--- config.mk ---
export PLATFORM = sky130hd
export DESIGN_NAME = branch_resolve_unit
export DESIGN_NICKNAME = d
export VERILOG_FILES = /design/src/rtl/branch_resolve_unit.sv
export SDC_FILE = /design/constraint.sdc
export NUM_CORES = 1
export LEC_CHECK = 0
export BUFFER_PORTS_ARGS = -buffer_cell sky130_fd_sc_hd__buf_2
export CORE_UTILIZATION = 50
export CTS_BUF_LIST = sky130_fd_sc_hd__clkbuf_2 sky130_fd_sc_hd__clkbuf_4 sky130_fd_sc_hd__clkbuf_8
export DETAILED_ROUTE_END_ITERATION = 8
export PLACE_DENSITY = 0.81
export SETUP_SLACK_MARGIN = 0.2
export SLEW_MARGIN = 5
export SYNTH_ARGS = -nofsm -noshare
export SYNTH_HDL_FRONTEND = slang
export SYNTH_SLANG_ARGS = --single-unit
--- constraint.sdc ---
create_clock -name clk -period 23.9 [get_ports clk]
set_clock_uncertainty 0.1 [all_clocks]
set_input_delay 3.585 -clock clk [delete_from_list [all_inputs] [get_ports clk]]
set_output_delay 3.585 -clock clk [all_outputs]
set_load 0.05 [all_outputs]
--- src/rtl/branch_resolve_unit.sv ---
// Branch resolution for a one-bit dynamic predictor front end.
// The F/D and D/E registers carry each instruction's prediction (taken flag and
// target) alongside its PC and instruction word. In E the real control-flow
// outcome is computed from forwarded operands and compared with the prediction.
// On a mismatch the unit raises a redirect and flushes both younger stages.
// It also keeps saturating counters of resolved control instructions and of
// mispredicts.
module branch_resolve_unit #(
    parameter int DATA_WIDTH = 32,
    parameter int CNT_WIDTH  = 32
) (
    input  logic                  clk,
    input  logic                  rst,
    input  logic [DATA_WIDTH-1:0] PC_f,
    input  logic [31:0]           RD_f,
    input  logic                  predict_taken_f,
    input  logic [DATA_WIDTH-1:0] branch_target_f,
    input  logic                  stall_d,
    input  logic [DATA_WIDTH-1:0] rs1_e,
    input  logic [DATA_WIDTH-1:0] rs2_e,
    output logic                  mispredict,
    output logic                  branch_actual_taken,
    output logic [DATA_WIDTH-1:0] branch_actual_target,
    output logic [DATA_WIDTH-1:0] redirect_pc_e,
    output logic                  flush_d,
    output logic [CNT_WIDTH-1:0]  branch_count,
    output logic [CNT_WIDTH-1:0]  mispredict_count
);

    localparam logic [6:0] OP_BRANCH = 7'b1100011;
    localparam logic [6:0] OP_JAL    = 7'b1101111;
    localparam logic [6:0] OP_JALR   = 7'b1100111;

    // ------------------------------------------------------------------
    // F/D pipeline register
    // ------------------------------------------------------------------
    logic                  fd_valid_q, fd_valid_d;
    logic [DATA_WIDTH-1:0] fd_pc_q, fd_pc_d;
    logic [31:0]           fd_instr_q, fd_instr_d;
    logic                  fd_pred_taken_q, fd_pred_taken_d;
    logic [DATA_WIDTH-1:0] fd_pred_target_q, fd_pred_target_d;

    // ------------------------------------------------------------------
    // D/E pipeline register
    // ------------------------------------------------------------------
    logic                  de_valid_q, de_valid_d;
    logic [DATA_WIDTH-1:0] de_pc_q, de_pc_d;
    logic [31:0]           de_instr_q, de_instr_d;
    logic                  de_pred_taken_q, de_pred_taken_d;
    logic [DATA_WIDTH-1:0] de_pred_target_q, de_pred_target_d;

    // ------------------------------------------------------------------
    // Performance counters
    // ------------------------------------------------------------------
    logic [CNT_WIDTH-1:0]  branch_count_q, branch_count_d;
    logic [CNT_WIDTH-1:0]  mispredict_count_q, mispredict_count_d;

    // ------------------------------------------------------------------
    // E-stage decode and resolution signals
    // ------------------------------------------------------------------
    logic [6:0]            opcode_e;
    logic [2:0]            funct3_e;
    logic                  is_branch_e, is_jal_e, is_jalr_e, is_ctrl_e;
    logic                  ctrl_valid_e;
    logic [DATA_WIDTH-1:0] imm_b_e, imm_j_e, imm_i_e, imm_e;
    logic [DATA_WIDTH-1:0] target_base_e, target_sum_e, target_e;
    logic                  cond_e;
    logic                  taken_e;
    logic                  mispredict_e;

    // F/D next state: a flush beats a stall, a stall holds, otherwise load F.
    always_comb begin
        fd_valid_d       = fd_valid_q;
        fd_pc_d          = fd_pc_q;
        fd_instr_d       = fd_instr_q;
        fd_pred_taken_d  = fd_pred_taken_q;
        fd_pred_target_d = fd_pred_target_q;
        if (mispredict_e) begin
            fd_valid_d = 1'b0;
        end else if (!stall_d) begin
            fd_valid_d       = 1'b1;
            fd_pc_d          = PC_f;
            fd_instr_d       = RD_f;
            fd_pred_taken_d  = predict_taken_f;
            fd_pred_target_d = branch_target_f;
        end
    end

    // D/E next state: flush or stall inserts a bubble, otherwise advance F/D.
    always_comb begin
        de_valid_d       = fd_valid_q;
        de_pc_d          = fd_pc_q;
        de_instr_d       = fd_instr_q;
        de_pred_taken_d  = fd_pred_taken_q;
        de_pred_target_d = fd_pred_target_q;
        if (mispredict_e || stall_d) begin
            de_valid_d = 1'b0;
        end
    end

    // Pipeline register state; asynchronous reset clears every field.
    always_ff @(posedge clk or posedge rst) begin
        if (rst) begin
            fd_valid_q       <= 1'b0;
            fd_pc_q          <= '0;
            fd_instr_q       <= '0;
            fd_pred_taken_q  <= 1'b0;
            fd_pred_target_q <= '0;
            de_valid_q       <= 1'b0;
            de_pc_q          <= '0;
            de_instr_q       <= '0;
            de_pred_taken_q  <= 1'b0;
            de_pred_target_q <= '0;
        end else begin
            fd_valid_q       <= fd_valid_d;
            fd_pc_q          <= fd_pc_d;
            fd_instr_q       <= fd_instr_d;
            fd_pred_taken_q  <= fd_pred_taken_d;
            fd_pred_target_q <= fd_pred_target_d;
            de_valid_q       <= de_valid_d;
            de_pc_q          <= de_pc_d;
            de_instr_q       <= de_instr_d;
            de_pred_taken_q  <= de_pred_taken_d;
            de_pred_target_q <= de_pred_target_d;
        end
    end

    // Decode the E instruction's control class and sign-extended immediates.
    always_comb begin
        opcode_e    = de_instr_q[6:0];
        funct3_e    = de_instr_q[14:12];
        is_branch_e = (opcode_e == OP_BRANCH);
        is_jal_e    = (opcode_e == OP_JAL);
        is_jalr_e   = (opcode_e == OP_JALR);
        is_ctrl_e   = is_branch_e | is_jal_e | is_jalr_e;
        ctrl_valid_e = de_valid_q & is_ctrl_e;

        imm_b_e = {{(DATA_WIDTH-13){de_instr_q[31]}}, de_instr_q[31], de_instr_q[7],
                   de_instr_q[30:25], de_instr_q[11:8], 1'b0};
        imm_j_e = {{(DATA_WIDTH-21){de_instr_q[31]}}, de_instr_q[31], de_instr_q[19:12],
                   de_instr_q[20], de_instr_q[30:21], 1'b0};
        imm_i_e = {{(DATA_WIDTH-12){de_instr_q[31]}}, de_instr_q[31:20]};

        if (is_jal_e) begin
            imm_e = imm_j_e;
        end else if (is_jalr_e) begin
            imm_e = imm_i_e;
        end else begin
            imm_e = imm_b_e;
        end
    end

    // Compute the taken-target; JALR is register-relative with bit 0 forced low.
    always_comb begin
        target_base_e = is_jalr_e ? rs1_e : de_pc_q;
        target_sum_e  = target_base_e + imm_e;
        target_e      = is_jalr_e ? {target_sum_e[DATA_WIDTH-1:1], 1'b0} : target_sum_e;
    end

    // Evaluate the conditional-branch comparison selected by funct3.
    always_comb begin
        cond_e = 1'b0;
        case (funct3_e)
            3'b000:  cond_e = (rs1_e == rs2_e);
            3'b001:  cond_e = (rs1_e != rs2_e);
            3'b100:  cond_e = ($signed(rs1_e) <  $signed(rs2_e));
            3'b101:  cond_e = ($signed(rs1_e) >= $signed(rs2_e));
            3'b110:  cond_e = (rs1_e <  rs2_e);
            3'b111:  cond_e = (rs1_e >= rs2_e);
            default: cond_e = 1'b0;   // 010/011 have no branch meaning
        endcase
    end

    // Compare the actual outcome with the carried prediction.
    always_comb begin
        taken_e      = ctrl_valid_e & (is_jal_e | is_jalr_e | (is_branch_e & cond_e));
        // A non-control instruction is never flagged, even if predicted taken.
        mispredict_e = ctrl_valid_e &
                       ((taken_e != de_pred_taken_q) |
                        (taken_e & (de_pred_target_q != target_e)));
    end

    // Saturating counters advance once per resolved control instruction.
    always_comb begin
        branch_count_d     = branch_count_q;
        mispredict_count_d = mispredict_count_q;
        if (ctrl_valid_e) begin
            if (branch_count_q != {CNT_WIDTH{1'b1}}) begin
                branch_count_d = branch_count_q + CNT_WIDTH'(1);
            end
            if (mispredict_e && (mispredict_count_q != {CNT_WIDTH{1'b1}})) begin
                mispredict_count_d = mispredict_count_q + CNT_WIDTH'(1);
            end
        end
    end

    // Counter state register.
    always_ff @(posedge clk or posedge rst) begin
        if (rst) begin
            branch_count_q     <= '0;
            mispredict_count_q <= '0;
        end else begin
            branch_count_q     <= branch_count_d;
            mispredict_count_q <= mispredict_count_d;
        end
    end

    // Drive outputs; targets and redirects read zero when not meaningful.
    always_comb begin
        mispredict           = mispredict_e;
        flush_d              = mispredict_e;
        branch_actual_taken  = taken_e;
        branch_actual_target = ctrl_valid_e ? target_e : '0;
        redirect_pc_e        = '0;
        if (mispredict_e) begin
            redirect_pc_e = taken_e ? target_e : (de_pc_q + DATA_WIDTH'(4));
        end
        branch_count     = branch_count_q;
        mispredict_count = mispredict_count_q;
    end

endmodule

==> metrics <==
status finished, final reports clean; crit end category output pin; Routed Antenna Nets 0; Design Power 1320 uW; worst skew pair latency roughly 0.58 ns; cell taking the most area after synthesis dfrtp_1; synth cell count leaders 260 x dfrtp_1, 114 x nor2_1, 104 x mux2_2; All-Layer GR Usage 0.272; Comb pwr share 0.297; P_leak just over 0.008 uW; CTS buffer count 44; register area share after synthesis 0.433; number of gates resized after cts 0; Clock Power Share 0.311; final worst slack ~12 ns; Worst Hold End de_pc_q[28]; reg2reg setup slack around 16 ns; Worst Path Max Fanout 34; first-pass GRT wire length 65700 um; Post-Route WL 41800 um; Req. time, crit path 20.22 ns; Core Area 29600 um^2; initial antenna violation count 5; Sw Ratio 0.344; most frequent cell after synthesis dfrtp_1; Worst VDD drop 0.0507 mV; hold path cells 0; Row Count 63; post-synth top area share 0.433; Final Setup Violations 0; Syn Inst Count 1408; buffer depth of the longest clock path 3; Max Cap Viol 0; CP most frequent cell buf_2; Crit path max-delay family compound AO/OA/AOI/OAI gates; worst min-delay path startpoint de_pc_d[28]; Synth area leaders dfrtp_1 43%, mux2_2 7.8%, ha_1 5.5%; DIE WIDTH 175 um; P_int 864 uW; EDFF count, synth 0; I/O pin count 295; nets just under 2000; worst reg2reg path depth 17; RSZ-0062 raised after global routing no; Sequential Power Share 0.392; Sw Pwr 452 uW; layout cell share with drive strength beyond 1 0.323; kind of critical path in2out; startpoint kind of the worst setup timing path input pin; Area Overhead vs Synth 17.1%; Clock Pin Slew Worst Setup and Hold Paths roughly 0.06 ns; postcts setup bufs 0; Max Freq 83.2 MHz; Slowest-stage cell, CP a211oi_2; setup_tns 0 ns; ys flop type dfrtp_1; Reg-to-Reg Start de_instr_q[3]; gpl congestion 0.928; hold_buf cts 0; number of synthesis warnings 0; pre-CTS setup slack between 10 and 15 ns; # clock sinks 260; # port buffers 294; hpwl dp 31800 um; CTS root buffer clkbuf_8; Initial DRT Pass Iterations 7; Max-slew headroom 0.238; Avg Inst Size Synth 10.7 um^2; Power Density 74.7 nW/um^2; post-DR vias/cell 5.71; Syn Nets 1639; reg-to-reg critical path endpoint de_pc_d[0]; final number of hold-violating endpoints 0; worst path cell trace buf_2 -> mux2_2 -> ha_1 -> a21oi_4 -> o21ai_0 -> a211oi_2 -> nor2_1 -> a2111oi_0 -> nand4_1 -> and4b_1 -> and4_1 -> a31o_2 -> buf_4 -> inv_1 -> buf_2; H-tree level count 2; largest net degree at the start of global routing 110; crit path DAT around 8.3 ns; Mapped Area 15000 um^2; wire per inst slightly below 20 um; Die ar. around 31000 um^2; Seq cells post-synth 260; Worst Tran Pin Value 1.14 ns; Starting Density 0.507; Iter 0 DRT Violations between 700 and 800; worst path bufs/invs 4; CTS tree yes; Yosys cell types 92; min Tclk post-route approximately 12 ns; Worst path max stage delay 0.75 ns; GR Overflow Total 0; max-slew violation count 0; via count 12100; final worst-path cycle share 0.503; Hold Crit Class reg2reg; asr flop ratio synth 1.00; die height around 180 um; DR DRC count 0; number of global-route vias before repair roughly 12000
## per-stage QoR
stage | cells | util | hold WS (ns) | area, um^2
after floorplan | 1408 | - | 0.250 | 15000
after global placement | 2036 | 0.563 | 0.254 | 16700
after detailed placement | 2036 | 0.563 | 0.257 | 16700
after CTS | 2112 | 0.594 | 0.259 | 17600
after global routing | 2116 | 0.594 | 0.278 | 17600
final | 2117 | 0.594 | 0.253 | 17600
## flip-flops by register name, summed over array words and instances (netlist names)
name,flops
fd_valid_q,1
branch_count,32
de_pc_d,32
de_pc_q,32
de_instr_q,32
de_pred_taken_q,1
de_pred_target_q,32
de_valid_q,1
de_pred_target_d,32
de_pred_taken_d,1
de_instr_d,32
mispredict_count,32
## power groups by stage
stage,Combinational [uW],Clock (uW),Sequential [uW]
finish,391,410,516
global route,420,440,521
CTS,385,421,516
detailed placement,383,0,523
global placement,380,0,521
floorplan,273,0,528
## cells by family (layout without fill, tap and decap cells)
| group | Yosys count | after routing | synth area share |
|---|---|---|---|
| other | 0 | 5 | 0 |
| AND/OR/NAND/NOR | 465 | 465 | 0.161 |
| multiplexers | 139 | 139 | 0.111 |
| XOR/XNOR | 150 | 150 | 0.101 |
| AO/OA/AOI/OAI | 205 | 205 | 0.0977 |
| buffers and inverters | 122 | 436 | 0.0402 |
| flip-flops | 260 | 260 | 0.433 |
| adder cells (fa/ha/maj) | 67 | 67 | 0.0562 |
## cells in the final DEF, fill, tap and decap left out, types with 8 or more instances in the layout
master	synthesis	routed
and4_1	8	8
nand3_1	51	51
and3_1	21	21
a21o_1	13	13
mux2_2	104	104
nor4_1	21	21
buf_4	13	8
a211oi_1	28	28
inv_1	57	56
nand4_1	38	38
nand2b_1	8	8
xor2_1	54	54
clkbuf_4	0	12
and2_1	29	29
a31o_2	9	10
buf_2	20	294
dfrtp_1	260	260
o21ai_0	24	24
clkbuf_8	0	55
xnor2_1	81	81
nor3_1	34	34
nand2_1	101	101
ha_1	66	66
a21oi_1	59	59
nor2_1	114	114
mux2_4	30	30
## final cells by class
type | instances | area (um^2)
diodes | 5 | 12.5
repair buffers | 302 | 1530
fillers | 2543 | 12000
clock buffers | 67 | 847
multi-input cells | 1026 | 7940
well taps | 390 | 488
inverters | 58 | 225
flip-flops and latches | 260 | 6510
clock inverters | 9 | 63.8
## worst max-delay path by stage
stage	endpoint	slack, ns	cells after the start	from
floorplan	redirect_pc_e[20]	12.51	17	rs1_e[0]
global placement	flush_d	12.11	15	rs1_e[6]
detailed placement	flush_d	12.00	15	rs1_e[6]
CTS	flush_d	11.99	15	rs1_e[6]
global route	flush_d	11.68	15	rs1_e[6]
finish	flush_d	11.88	15	rs1_e[6]
## per-layer routing
layer	share of wire	track usage	wire [um]	vias to the layer above
met1	0.41	0.349	17300	5904
met4	0.035	0.112	1480	0
met2	0.49	0.459	20500	503
met5	0	0	0	-
li1	-	-	-	5586
met3	0.063	0.0439	2620	98
Power figures use the tool's default switching activity.
